===== config.mk =====
export PLATFORM = sky130hd
export DESIGN_NAME = riscv_lsu_flat
export DESIGN_NICKNAME = d
export VERILOG_FILES = /design/src/rtl/riscv_lsu_if.sv /design/src/rtl/riscv_lsu.sv /design/src/flat_wrapper.sv
export SDC_FILE = /design/constraint.sdc
export NUM_CORES = 1
export LEC_CHECK = 0
export BUFFER_PORTS_ARGS = -buffer_cell sky130_fd_sc_hd__buf_2
export CORE_UTILIZATION = 55
export CTS_CLUSTER_DIAMETER = 60
export DETAILED_ROUTE_END_ITERATION = 10
export GPL_ROUTABILITY_DRIVEN = 0
export HOLD_SLACK_MARGIN = 0.1
export PLACE_DENSITY_LB_ADDON = 0.05
export RECOVER_POWER = 100
export SLEW_MARGIN = 5
export SYNTH_ARGS = -nofsm -noshare
export SYNTH_HDL_FRONTEND = slang
export SYNTH_SLANG_ARGS = --single-unit

===== constraint.sdc =====
create_clock -name clk -period 10.6 [get_ports clk]
set_input_delay 2.12 -clock clk [delete_from_list [all_inputs] [get_ports clk]]
set_output_delay 2.12 -clock clk [all_outputs]
set_load 0.02 [all_outputs]

===== src/rtl/riscv_lsu_if.sv =====
// Bundle of the request, data-RAM and response signals of the load/store unit.
// master = the LSU itself, slave = the execute/writeback/RAM side.
interface riscv_lsu_if #(
  parameter int ADDR_W = 32
);
  logic              req_valid;
  logic              req_ready;
  logic              req_we;
  logic [2:0]        req_funct3;
  logic [ADDR_W-1:0] req_addr;
  logic [31:0]       req_wdata;

  logic              mem_en;
  logic [3:0]        mem_we;
  logic [ADDR_W-1:0] mem_addr;
  logic [31:0]       mem_wdata;
  logic [31:0]       mem_rdata;

  logic              resp_valid;
  logic              resp_ready;
  logic [31:0]       resp_rdata;
  logic              resp_err;

  modport master (
    input  req_valid, req_we, req_funct3, req_addr, req_wdata, mem_rdata, resp_ready,
    output req_ready, mem_en, mem_we, mem_addr, mem_wdata, resp_valid, resp_rdata, resp_err
  );

  modport slave (
    output req_valid, req_we, req_funct3, req_addr, req_wdata, mem_rdata, resp_ready,
    input  req_ready, mem_en, mem_we, mem_addr, mem_wdata, resp_valid, resp_rdata, resp_err
  );
endinterface


===== src/rtl/riscv_lsu.sv =====
// Load/store unit: one request at a time, word-aligned RAM accesses, optional
// two-word split for accesses crossing a word boundary, extended load results.
module riscv_lsu #(
  parameter int ALLOW_MISALIGNED = 1,
  parameter int ADDR_W           = 32
) (
  input  logic             clk,
  input  logic             rst,
  riscv_lsu_if.master      bus,
  output logic [2:0]       dbg_state
);

  // Handshakes: a transfer happens on a rising edge where valid and ready are
  // both high; valid never waits on ready, and payload is held while valid&!ready.

  typedef enum logic [2:0] {
    IDLE   = 3'd0,
    ISSUE0 = 3'd1,
    CAP0   = 3'd2,
    ISSUE1 = 3'd3,
    CAP1   = 3'd4,
    RESP   = 3'd5
  } state_t;

  state_t            state;
  logic              we_q;
  logic [2:0]        f3_q;
  logic [1:0]        o_q;
  logic              split_q;
  logic [3:0]        m_hi_q;
  logic [31:0]       d_hi_q;
  logic [31:0]       lo_q;

  logic              req_ready_q;
  logic              mem_en_q;
  logic [3:0]        mem_we_q;
  logic [ADDR_W-1:0] mem_addr_q;
  logic [31:0]       mem_wdata_q;
  logic              resp_valid_q;
  logic [31:0]       resp_rdata_q;
  logic              resp_err_q;

  logic [7:0]        req_m;
  logic [63:0]       req_d;
  logic              req_split;
  logic              req_illegal;

  function automatic logic [7:0] lane_mask(input logic [2:0] f3, input logic [1:0] o);
    logic [7:0] base;
    case (f3[1:0])
      2'b00:   base = 8'h01;
      2'b01:   base = 8'h03;
      default: base = 8'h0F;
    endcase
    return base << o;
  endfunction

  function automatic logic [31:0] load_ext(input logic [2:0] f3, input logic [63:0] raw,
                                           input logic [1:0] o);
    logic [31:0] r;
    logic [31:0] res;
    r = 32'(raw >> {o, 3'b000});
    case (f3)
      3'b000:  res = {{24{r[7]}}, r[7:0]};
      3'b001:  res = {{16{r[15]}}, r[15:0]};
      3'b100:  res = {24'd0, r[7:0]};
      3'b101:  res = {16'd0, r[15:0]};
      default: res = r;
    endcase
    return res;
  endfunction

  assign req_m       = lane_mask(bus.req_funct3, bus.req_addr[1:0]);
  assign req_d       = {32'd0, bus.req_wdata} << {bus.req_addr[1:0], 3'b000};
  assign req_split   = |req_m[7:4];
  // Stores have no unsigned variants, so any funct3[2] store is illegal.
  assign req_illegal = (bus.req_funct3 == 3'b011) || (bus.req_funct3[2:1] == 2'b11) ||
                       (bus.req_funct3[2] && bus.req_we);

  always_ff @(posedge clk) begin
    if (rst) begin
      state        <= IDLE;
      req_ready_q  <= 1'b1;
      mem_en_q     <= 1'b0;
      mem_we_q     <= 4'h0;
      resp_valid_q <= 1'b0;
      resp_rdata_q <= 32'd0;
      resp_err_q   <= 1'b0;
    end else begin
      case (state)
        IDLE: begin
          if (bus.req_valid) begin
            we_q        <= bus.req_we;
            f3_q        <= bus.req_funct3;
            o_q         <= bus.req_addr[1:0];
            split_q     <= req_split;
            m_hi_q      <= req_m[7:4];
            d_hi_q      <= req_d[63:32];
            req_ready_q <= 1'b0;
            mem_addr_q  <= {bus.req_addr[ADDR_W-1:2], 2'b00};
            mem_wdata_q <= req_d[31:0];
            if (req_illegal || (req_split && (ALLOW_MISALIGNED == 0))) begin
              state        <= RESP;
              resp_valid_q <= 1'b1;
              resp_err_q   <= 1'b1;
              resp_rdata_q <= 32'd0;
            end else begin
              state    <= ISSUE0;
              mem_en_q <= 1'b1;
              mem_we_q <= bus.req_we ? req_m[3:0] : 4'h0;
            end
          end
        end
        ISSUE0: begin
          mem_en_q <= 1'b0;
          mem_we_q <= 4'h0;
          state    <= CAP0;
        end
        CAP0: begin
          lo_q <= bus.mem_rdata;
          if (split_q) begin
            state       <= ISSUE1;
            mem_en_q    <= 1'b1;
            mem_we_q    <= we_q ? m_hi_q : 4'h0;
            mem_addr_q  <= mem_addr_q + ADDR_W'(4);
            mem_wdata_q <= d_hi_q;
          end else begin
            state        <= RESP;
            resp_valid_q <= 1'b1;
            resp_err_q   <= 1'b0;
            resp_rdata_q <= we_q ? 32'd0 : load_ext(f3_q, {32'd0, bus.mem_rdata}, o_q);
          end
        end
        ISSUE1: begin
          mem_en_q <= 1'b0;
          mem_we_q <= 4'h0;
          state    <= CAP1;
        end
        CAP1: begin
          state        <= RESP;
          resp_valid_q <= 1'b1;
          resp_err_q   <= 1'b0;
          resp_rdata_q <= we_q ? 32'd0 : load_ext(f3_q, {bus.mem_rdata, lo_q}, o_q);
        end
        RESP: begin
          if (bus.resp_ready) begin
            state        <= IDLE;
            resp_valid_q <= 1'b0;
            req_ready_q  <= 1'b1;
          end
        end
        default: state <= IDLE;
      endcase
    end
  end

  // RAM strobes are killed in a reset cycle so a reset can never coincide with a write.
  assign bus.mem_en     = mem_en_q & ~rst;
  assign bus.mem_we     = rst ? 4'h0 : mem_we_q;
  assign bus.mem_addr   = mem_addr_q;
  assign bus.mem_wdata  = mem_wdata_q;
  assign bus.req_ready  = req_ready_q;
  assign bus.resp_valid = resp_valid_q;
  assign bus.resp_rdata = resp_rdata_q;
  assign bus.resp_err   = resp_err_q;
  assign dbg_state      = state;

endmodule


===== src/flat_wrapper.sv =====
// flat-port wrapper written by rule: the top's interface ports become plain ports
module riscv_lsu_flat 
#(
  parameter int ALLOW_MISALIGNED = 1,
  parameter int ADDR_W           = 32
)
  (clk, rst, dbg_state, bus_req_valid, bus_req_we, bus_req_funct3, bus_req_addr, bus_req_wdata, bus_mem_rdata, bus_resp_ready, bus_req_ready, bus_mem_en, bus_mem_we, bus_mem_addr, bus_mem_wdata, bus_resp_valid, bus_resp_rdata, bus_resp_err);
  riscv_lsu_if #(.ADDR_W(ADDR_W)) bus_i ();
  input  logic clk;
  input  logic rst;
  output logic [2:0] dbg_state;
  input wire logic [$bits(bus_i.req_valid)-1:0] bus_req_valid;
  input wire logic [$bits(bus_i.req_we)-1:0] bus_req_we;
  input wire logic [$bits(bus_i.req_funct3)-1:0] bus_req_funct3;
  input wire logic [$bits(bus_i.req_addr)-1:0] bus_req_addr;
  input wire logic [$bits(bus_i.req_wdata)-1:0] bus_req_wdata;
  input wire logic [$bits(bus_i.mem_rdata)-1:0] bus_mem_rdata;
  input wire logic [$bits(bus_i.resp_ready)-1:0] bus_resp_ready;
  output wire logic [$bits(bus_i.req_ready)-1:0] bus_req_ready;
  output wire logic [$bits(bus_i.mem_en)-1:0] bus_mem_en;
  output wire logic [$bits(bus_i.mem_we)-1:0] bus_mem_we;
  output wire logic [$bits(bus_i.mem_addr)-1:0] bus_mem_addr;
  output wire logic [$bits(bus_i.mem_wdata)-1:0] bus_mem_wdata;
  output wire logic [$bits(bus_i.resp_valid)-1:0] bus_resp_valid;
  output wire logic [$bits(bus_i.resp_rdata)-1:0] bus_resp_rdata;
  output wire logic [$bits(bus_i.resp_err)-1:0] bus_resp_err;
  assign bus_i.req_valid = bus_req_valid;
  assign bus_i.req_we = bus_req_we;
  assign bus_i.req_funct3 = bus_req_funct3;
  assign bus_i.req_addr = bus_req_addr;
  assign bus_i.req_wdata = bus_req_wdata;
  assign bus_i.mem_rdata = bus_mem_rdata;
  assign bus_i.resp_ready = bus_resp_ready;
  assign bus_req_ready = bus_i.req_ready;
  assign bus_mem_en = bus_i.mem_en;
  assign bus_mem_we = bus_i.mem_we;
  assign bus_mem_addr = bus_i.mem_addr;
  assign bus_mem_wdata = bus_i.mem_wdata;
  assign bus_resp_valid = bus_i.resp_valid;
  assign bus_resp_rdata = bus_i.resp_rdata;
  assign bus_resp_err = bus_i.resp_err;
  riscv_lsu #(.ALLOW_MISALIGNED(ALLOW_MISALIGNED), .ADDR_W(ADDR_W)) u_core (.clk(clk), .rst(rst), .bus(bus_i), .dbg_state(dbg_state));
endmodule

==> summary.md, run 1 <==
| Metric | Value |
|---|---|
| Status | `complete, but fails checks` |
| RSZ-0062 raised after global routing | `no` |
| Post-route cell area | `11000 µm²` |
| Via count | `7776` |
| CP max FO | `62` |
| Starting Density | `57.1%` |
| Filler instances | `1446` |
| Tcrit/Tclk final | `54.2%` |
| Critical Path AT | `5710 ps` |
| Final Hold Fails | `0` |
| Setup violators final | `0` |
| Top Ports | `211` |
| Wirelength per Cell | `19.2 µm` |
| Post-synthesis sequential area ratio | `49.0%` |
| Synthesized area | `9600 µm²` |
| Area delta synth->final | `14.7%` |
| Layout cells sized above 1 | `15.2%` |
| Total inserted antenna cells | `0` |
| Max clock buf depth | `2` |
| Remaining DRCs | `0` |
| Failing checks | `max-capacitance violations, max-slew violations` |
| CTS tree | `done` |
| Hold Crit Class | `flip-flop to flip-flop` |
| Initial antenna violation count | `1` |
| Remaining global-route overflow | `0` |
| Dpl cells | `1256` |
| Largest net degree at the start of global routing | `89` |
| Yosys reg bits | `171` |
| Top_reg_cell synth | `edfxtp_1` |
| TritonCTS Buffers | `17` |
| Remaining antenna violation count | `0` |
| CP Capture Type | `flip-flop` |
| Vias per cell | `6.04` |
| Clock sinks | `171` |
| Post-CTS sizing | `0` |
| Worst Hold Slack | `451 ps` |
| DP HPWL | `16700 µm` |
| Die ar. | `18000 µm²` |
| Hold buffer count at cts | `0` |
| Final number of max-transition violations | `382` |
| Syn Inst Count | `888` |
| Die X | `134 µm` |
| Pre-CTS setup slack | `5530 ps` |
| PortBufs | `208` |
| Drt pass-1 iters | `5` |
| Power Density | `162 nW/µm²` |
| Worst VDD drop | `0.000130 V` |
| GR Util All Layers | `27.8%` |
| Worst slew margin | `-134%` |
| Max_cap viols | `8` |
| Max Clock Skew | `9.32 ps` |
| Startpoint Class | `input pin` |
| Pleak | `3.91 nW` |
| Yosys cell types | `75` |
| Tot Pwr | `1.78 mW` |
| Final non-filler cell total | `1288` |
| Syn avg cell area | `10.8 µm²` |
| Root Buffer | `clkbuf_16` |
| Worst-Margin Slew | `3510 ps` |
| EDFF count, synth | `128` |
| Fmax | `0.174 GHz` |
| Setup TNS Final | `0 ps` |
| Async SR Flop Fraction | `0%` |
| First-pass GRT wire length | `38300 µm` |
| # rows | `47` |
| Final WS setup | `4860 ps` |
| Clk slew on worst S/H paths | `70 ps` |
| H-tree depth | `4` |
| Crit Path Class | `input pin to flip-flop` |
| Via count of the first global-routing pass | `7073` |
| Die Ht | `134 µm` |
| 1st-iter DRT viols | `766` |
| WP data required | `10570 ps` |
| Core Area | `16800 µm²` |
| Clk Latency, worst-skew pair | `440 ps` |
| Syn. warnings | `0` |
| DP Area | `10700 µm²` |
| Setup Buffers After CTS | `0` |
| Final core occ | `65.4%` |
| Fin nets | `1160` |
| Drt total wl | `24700 µm` |
| Post-layout min period | `5740 ps` |
-- sequential cells by signal, indices dropped and copies added, names as in the netlist, 2 cells and up --
register,flops
u_core.f3_q,3
u_core.bus.mem_wdata,32
u_core.dbg_state,3
u_core.bus.resp_rdata,32
u_core.m_hi_q,3
u_core.bus.mem_addr,30
u_core.mem_we_q,4
u_core.o_q,2
u_core.d_hi_q,24
u_core.lo_q,32
-- per-layer routing --
metal  vias up  wire [µm]  global-route usage, %
met5         -         13                      0
met4         2        259                   6.87
met3        26       1860                   6.99
met2       298      11100                   40.5
met1      3748      11500                   41.4
li1       3702          -                      -
-- final timing paths --
path	from	end	slack [ps]	cells past startpoint
worst min-delay path	u_core.bus.resp_rdata[6]	u_core.bus.resp_rdata[6]	450	2
worst max-delay path	rst	u_core.bus.mem_addr[15]	4860	3
worst min register to register	u_core.bus.resp_rdata[6]	u_core.bus.resp_rdata[6]	450	2
worst max register to register	u_core.dbg_state[0]	u_core.lo_q[17]	6460	3
-- cell usage in the layout, fill, tap and decap left out, types with 11 or more instances in the layout --
| cell type | count |
|---|---|
| mux4_2 | 19 |
| clkbuf_1 | 149 |
| mux2i_1 | 46 |
| clkbuf_16 | 17 |
| nand2_1 | 126 |
| nor2_1 | 53 |
| mux2_1 | 13 |
| xor2_1 | 19 |
| o21ai_0 | 42 |
| buf_2 | 65 |
| and3_1 | 12 |
| edfxtp_1 | 128 |
| dfxtp_1 | 43 |
| o21ai_1 | 11 |
| a221o_1 | 16 |
| nor2b_1 | 17 |
| a221oi_1 | 16 |
| nand3_1 | 27 |
| mux2_2 | 23 |
| a21oi_1 | 61 |
| a211oi_1 | 11 |
-- power breakdown --
part | switching (mW) | leakage (nW) | total, mW | internal [mW]
sequential | 0.0384 | 1.53 | 0.824 | 0.785
clock | 0.272 | 0.274 | 0.620 | 0.348
combinational | 0.223 | 2.10 | 0.339 | 0.116
-- worst max-delay path, stage by stage --
cell and delay [ps]:
clkbuf_1 570, nor4_1 440, clkbuf_1 2470
-- synth_stat cells, types with 17 or more instances --
master    number  area (µm²)
nor2b_1       17         106
nand2_1      126         473
clkbuf_1      24        90.1
mux2_2        23         259
nor2_1        53         199
a21oi_1       60         300
mux4_2        19         428
o21ai_1       38         190
mux2i_1       46         460
dfxtp_1       43         861
buf_2         20         100
edfxtp_1     128        3840
nand3_1       27         135
xor2_1        19         166
-- cell families after synthesis --
family,count (synthesis),synth area share (%)
muxes,102,13.6
xor gates and xnor gates,29,2.65
adders and majority gates,1,0.130
DFF,171,49.0
other,1,0.0391
AOI/OAI and AO/OA,218,15.5
and+or+nand+nor,291,15.4
buffers and inverters,75,3.66
-- area by class of cell --
class                           instances  area, µm²  share of cell area, %
Sequential cell                       171       4700                   42.7
Inverter                                5       18.8                  0.171
Timing Repair Buffer                  217        911                   8.28
Tap cell                              220        275                   2.50
Multi-Input combinational cell        643       4520                   41.1
Clock buffer                           18        429                   3.90
Clock inverter                         14        146                   1.33
Power figures use the tool's default switching activity.
==> run 2, diff against run 1 <==
--- a/config.mk
+++ b/config.mk
@@ -6,7 +6,7 @@
 export NUM_CORES = 1
 export LEC_CHECK = 0
 export BUFFER_PORTS_ARGS = -buffer_cell sky130_fd_sc_hd__buf_2
-export CORE_UTILIZATION = 55
+export CORE_UTILIZATION = 50
 export CTS_CLUSTER_DIAMETER = 60
 export DETAILED_ROUTE_END_ITERATION = 10
 export GPL_ROUTABILITY_DRIVEN = 0
==> constraint.sdc (replaced) <==
create_clock -name clk -period 4.67 [get_ports clk]
set_input_delay 0.934 -clock clk [delete_from_list [all_inputs] [get_ports clk]]
set_output_delay 0.934 -clock clk [all_outputs]
set_load 0.02 [all_outputs]
==> run 2 against run 1 <==
Compared with the run above:
- the run still ends with max-capacitance violations, max-slew violations left
- power rose by 140%
- register-to-register slack worse by 5300 ps
- first-iteration DRC count fell by 15%
==> summary.md, run 2 (same netlist as run 1, synthesis figures left out) <==
| Metric | Value |
|---|---|
| Fin nets | `1161 (+0.086%)` |
| Reg2Reg Launch Point | `u_core.dbg_state[2]` |
| Largest net degree at the start of global routing | `65 (-27%)` |
| CTS tree | `done` |
| WP data required | `5030 ps (-5540 ps)` |
| H-tree depth | `4 (unchanged)` |
| Tcrit/Tclk final | `78.3%` |
| Status | `complete, but fails checks` |
| Worst r2r dst | `u_core.bus.resp_rdata[7]` |
| Hold buffer count at cts | `0 (unchanged)` |
| Commonest non-fill, non-tap cell in the layout | `clkbuf_1` |
| Die ar. | `19800 µm² (+9.9%)` |
| Remaining antenna violation count | `0 (unchanged)` |
| Via count of the first global-routing pass | `7081 (+0.11%)` |
| Remaining global-route overflow | `0 (unchanged)` |
| PortBufs | `208 (unchanged)` |
| Pleak | `3.98 nW (+1.9%)` |
| GR Util All Layers | `25.8% (-2.0 points)` |
| TritonCTS Buffers | `17 (unchanged)` |
| Top Ports | `211 (unchanged)` |
| Worst Hold Depth | `2 (unchanged)` |
| Worst-Margin Slew | `2530 ps (-982 ps)` |
| First-pass GRT wire length | `39300 µm (+2.7%)` |
| Vias per cell | `5.97 (-1.1%)` |
| CP Capture Type | `flip-flop` |
| Worst slew margin | `-70.5% (+64 points)` |
| Hold endpoint | `u_core.bus.resp_rdata[14]` |
| HP Start | `u_core.bus.resp_rdata[14]` |
| Final non-filler cell total | `1304 (+1.2%)` |
| Most frequent cells in the layout | `clkbuf_1, edfxtp_1, nand2_1` |
| Crit Path Class | `input pin to flip-flop` |
| Via count | `7784 (+0.10%)` |
| Failing checks | `max-capacitance violations, max-slew violations` |
| Max Clock Skew | `9.51 ps (+0.194 ps)` |
| DP Area | `10700 µm² (+0.52%)` |
| Die Ht | `141 µm (+4.8%)` |
| Max_cap viols | `7 (-1)` |
| Post-layout min period | `3660 ps` |
| 1st-iter DRT viols | `648 (-15%)` |
| Area delta synth->final | `16.3%` |
| Core Area | `18800 µm² (+12%)` |
| Starting Density | `51.1% (-5.9 points)` |
| CP max FO | `36 (-42%)` |
| Setup violators final | `0 (unchanged)` |
| Setup TNS Final | `0 ps (unchanged)` |
| R2R setup slack | `1140 ps (-5320 ps)` |
| RSZ-0062 raised after global routing | `no` |
| DP HPWL | `17400 µm (+4.2%)` |
| Remaining DRCs | `0 (unchanged)` |
| Die X | `141 µm (+4.8%)` |
| Clk Latency, worst-skew pair | `430 ps (about the same)` |
| Startpoint Class | `input pin` |
| # rows | `50 (+6.4%)` |
| Setup Buffers After CTS | `0 (unchanged)` |
| Worst VDD drop | `0.000267 V (+100%)` |
| Final Hold Fails | `0 (unchanged)` |
| Layout cells sized above 1 | `15.4% (+0.27 points)` |
| Power Density | `379 nW/µm² (+130%)` |
| Root Buffer | `clkbuf_16` |
| Hold Crit Class | `flip-flop to flip-flop` |
| Post-CTS sizing | `0 (unchanged)` |
| Drt pass-1 iters | `5 (unchanged)` |
| Clock sinks | `171 (unchanged)` |
| Post-route cell area | `11200 µm² (+1.5%)` |
| Critical Path AT | `4020 ps (-1690 ps)` |
| Initial antenna violation count | `3 (+2)` |
| Fmax | `0.273 GHz` |
| Final number of max-transition violations | `283 (-26%)` |
| Worst-case reg-to-reg path depth | `5 (+2)` |
| Pre-CTS setup slack | `1420 ps (-4110 ps)` |
| Max clock buf depth | `2 (unchanged)` |
| Drt total wl | `25400 µm (+2.9%)` |
| Final WS setup | `1010 ps (-3850 ps)` |
| Clk slew on worst S/H paths | `70 ps (about the same)` |
| Wirelength per Cell | `19.5 µm (+1.6%)` |
| Dpl cells | `1271 (+1.2%)` |
run 2: worst max-delay path, stage by stage:
cell and delay, ps:
clkbuf_1 610, a211oi_1 2080, a221o_1 390
run 2: layout make-up:
cell class	instances	area, µm²
Sequential cell	171	4700
Multi-Input combinational cell	643	4550
Clock inverter	15	234
Antenna cell	1	2.50
Timing Repair Buffer	218	937
Tap cell	234	293
Inverter	5	18.8
Clock buffer	17	425
Fill cell	1696	7600
run 2: through the flow:
| stage | hold WS (ps) | power (mW) | util [%] |
|---|---|---|---|
| final | 459 | 4.23 | 59.5 |
| after global routing | 475 | 4.40 | 59.5 |
| after floorplan | 452 | 2.44 | - |
| after CTS | 455 | 4.29 | 60.7 |
| after detailed placement | 441 | 2.70 | 57.2 |
| after global placement | 438 | 2.70 | 57.2 |
run 2: power breakdown:
group / internal, mW / total [mW] / switching [mW]
combinational: 0.261 / 0.767 / 0.506
clock: 0.962 / 1.59 / 0.629
sequential: 1.78 / 1.88 / 0.0974
run 2: worst max path at each step:
stage	cells past startpoint	slack, ps	from	to
after CTS	5	1560	u_core.o_q[1]	u_core.bus.resp_rdata[17]
after global placement	6	1490	bus_mem_rdata[23]	u_core.bus.resp_rdata[18]
final	3	1010	rst	u_core.bus.resp_rdata[17]
after detailed placement	6	1420	bus_mem_rdata[23]	u_core.bus.resp_rdata[17]
after floorplan	3	830	rst	u_core.bus.mem_addr[10]
after global routing	6	680	bus_req_funct3[1]	u_core.bus.resp_rdata[3]
run 2: routing by layer:
| metal | track usage (%) | wire, µm |
|---|---|---|
| met1 | 39.5 | 12000 |
| met5 | 0 | 10 |
| met4 | 7.55 | 250 |
| met3 | 5.44 | 2070 |
| met2 | 36.6 | 11100 |
==> run 3, diff against run 2 <==
==> constraint.sdc (replaced) <==
create_clock -name clk -period 3.3 [get_ports clk]
set_input_delay 0.66 -clock clk [delete_from_list [all_inputs] [get_ports clk]]
set_output_delay 0.66 -clock clk [all_outputs]
set_load 0.02 [all_outputs]
==> run 3 against run 2 <==
Compared with the run above:
- sequential share of layout area hardly changed
- combinational power is 46% higher
- cell count is 0.69% higher
- routed wire length is 0.22% higher
- first-iteration DRC count is 7.1% lower
- the flow still finishes with violations (max-capacitance violations, max-slew violations)
- sequential power is 40% higher
- sequential cell count stayed put
- setup slack worse by 470 ps
- via count is 0.13% lower
==> summary.md, run 3 (same netlist as run 1, synthesis figures left out) <==
| Metric | Value |
|---|---|
| Status | `complete, but fails checks` |
| Failing checks | `max-capacitance violations, max-slew violations` |
| Die ar. | `19800 µm² (unchanged)` |
| Worst VDD drop | `0.000390 V (+46%)` |
| Drt total wl | `25500 µm (+0.22%)` |
| DP HPWL | `17600 µm (+1.6%)` |
| Remaining global-route overflow | `0 (unchanged)` |
| Clk Latency, worst-skew pair | `440 ps (about the same)` |
| Final number of max-transition violations | `63 (-78%)` |
| TritonCTS Buffers | `17 (unchanged)` |
| Remaining antenna violation count | `0 (unchanged)` |
| # rows | `50 (unchanged)` |
| Power Density | `519 nW/µm² (+37%)` |
| Fmax | `0.362 GHz` |
| Area delta synth->final | `16.3% (about the same)` |
| Starting Density | `51.1% (unchanged)` |
| RSZ-0062 raised after global routing | `no` |
| Fin nets | `1171 (+0.86%)` |
| Layout cells sized above 1 | `16.6% (+1.2 points)` |
| Max_cap viols | `1 (-6)` |
| WP data required | `3330 ps (-1700 ps)` |
| PortBufs | `208 (unchanged)` |
| Remaining DRCs | `0 (unchanged)` |
| Largest net degree at the start of global routing | `66 (+1.5%)` |
| Via count of the first global-routing pass | `7150 (+0.97%)` |
| Critical Path AT | `2790 ps (-1230 ps)` |
| Initial antenna violation count | `0 (-3)` |
| Tot Pwr | `5.80 mW (+37%)` |
| Most frequent cells in the layout | `clkbuf_1, edfxtp_1, nand2_1` |
| CP max FO | `62 (+72%)` |
| Root Buffer | `clkbuf_16` |
| Multi-input logic area | `4540 µm² (-0.25%)` |
| Setup Buffers After CTS | `0 (unchanged)` |
| First-pass GRT wire length | `39600 µm (+0.79%)` |
| Filler instances | `1699 (+0.18%)` |
| CP Capture Type | `flip-flop` |
| CTS tree | `done` |
| Top Ports | `211 (unchanged)` |
| Crit Path Class | `flip-flop to flip-flop` |
| Wirelength per Cell | `19.4 µm (-0.47%)` |
| Core Area | `18800 µm² (unchanged)` |
| Setup TNS Final | `0 ps (unchanged)` |
| Total inserted antenna cells | `0 (-1)` |
| Post-route cell area | `11200 µm² (about the same)` |
| Startpoint Class | `flip-flop` |
| Final Hold Fails | `0 (unchanged)` |
| Commonest non-fill, non-tap cell in the layout | `clkbuf_1` |
| Clock sinks | `171 (unchanged)` |
| GR Util All Layers | `26.1% (+0.26 points)` |
| DP Area | `10800 µm² (+0.93%)` |
| Setup violators final | `0 (unchanged)` |
| Worst slew margin | `-8.91% (+62 points)` |
| Worst-Margin Slew | `1630 ps (-897 ps)` |
| 1st-iter DRT viols | `602 (-7.1%)` |
| Pleak | `4.00 nW (+0.44%)` |
| Via count | `7774 (-0.13%)` |
| H-tree depth | `4 (unchanged)` |
| Post-layout min period | `2760 ps` |
| Max Clock Skew | `12.3 ps (+2.82 ps)` |
| Hold Crit Class | `flip-flop to flip-flop` |
| Clk slew on worst S/H paths | `70 ps (about the same)` |
| Reg area | `4700 µm² (unchanged)` |
| Post-CTS sizing | `0 (unchanged)` |
| Die X | `141 µm (unchanged)` |
| Vias per cell | `5.92 (-0.81%)` |
| Hold buffer count at cts | `0 (unchanged)` |
| Tcrit/Tclk final | `83.7%` |
| Drt pass-1 iters | `5 (unchanged)` |
| Max clock buf depth | `2 (unchanged)` |
| Die Ht | `141 µm (unchanged)` |
## run 3: worst max-delay path, stage by stage, from the launching register on
cell and delay (ps):
dfxtp_1 340, clkbuf_1 370, nor4_4 370, clkbuf_2 1230
## run 3: routing by layer
metal	track usage [%]	routed length, µm	vias up
met5	0	0	-
li1	-	-	3730
met3	5.54	1770	22
met2	37.4	11300	328
met4	7.61	309	0
met1	39.4	12100	3694
## run 3: final timing paths
kind,from,end,slack (ps),cells after the start
worst max-delay path,u_core.dbg_state[0],u_core.bus.mem_addr[31],540,3
worst min-delay path,u_core.bus.resp_rdata[1],u_core.bus.resp_rdata[1],450,2
worst max register to register,u_core.dbg_state[0],u_core.bus.mem_addr[31],540,3
worst min register to register,u_core.bus.resp_rdata[1],u_core.bus.resp_rdata[1],450,2
## run 3: area by class of cell
cell class,count,area share (%)
Clock buffer,17,3.81
Clock inverter,15,1.53
Inverter,5,0.168
Multi-Input combinational cell,643,40.7
Sequential cell,171,42.1
Tap cell,234,2.62
Timing Repair Buffer,228,9.09
## run 3: where the power goes
| part | internal, mW | switching (mW) | leakage (nW) |
|---|---|---|---|
| combinational | 0.381 | 0.743 | 2.18 |
| sequential | 2.52 | 0.114 | 1.53 |
| clock | 1.08 | 0.962 | 0.290 |
| total | 3.98 | 1.82 | 4.00 |
## run 3: through the flow
stage | setup WS [ps] | cells | util [%] | hold slack, ps
2_1_floorplan | -150 | 889 | - | 452
3_3_place_gp | 847 | 1281 | 57.7 | 438
3_5_place_dp | 794 | 1281 | 57.7 | 442
4_1_cts | 859 | 1313 | 60.9 | 422
5_1_grt | 369 | 1313 | 59.5 | 460
6_report | 538 | 1313 | 59.5 | 449
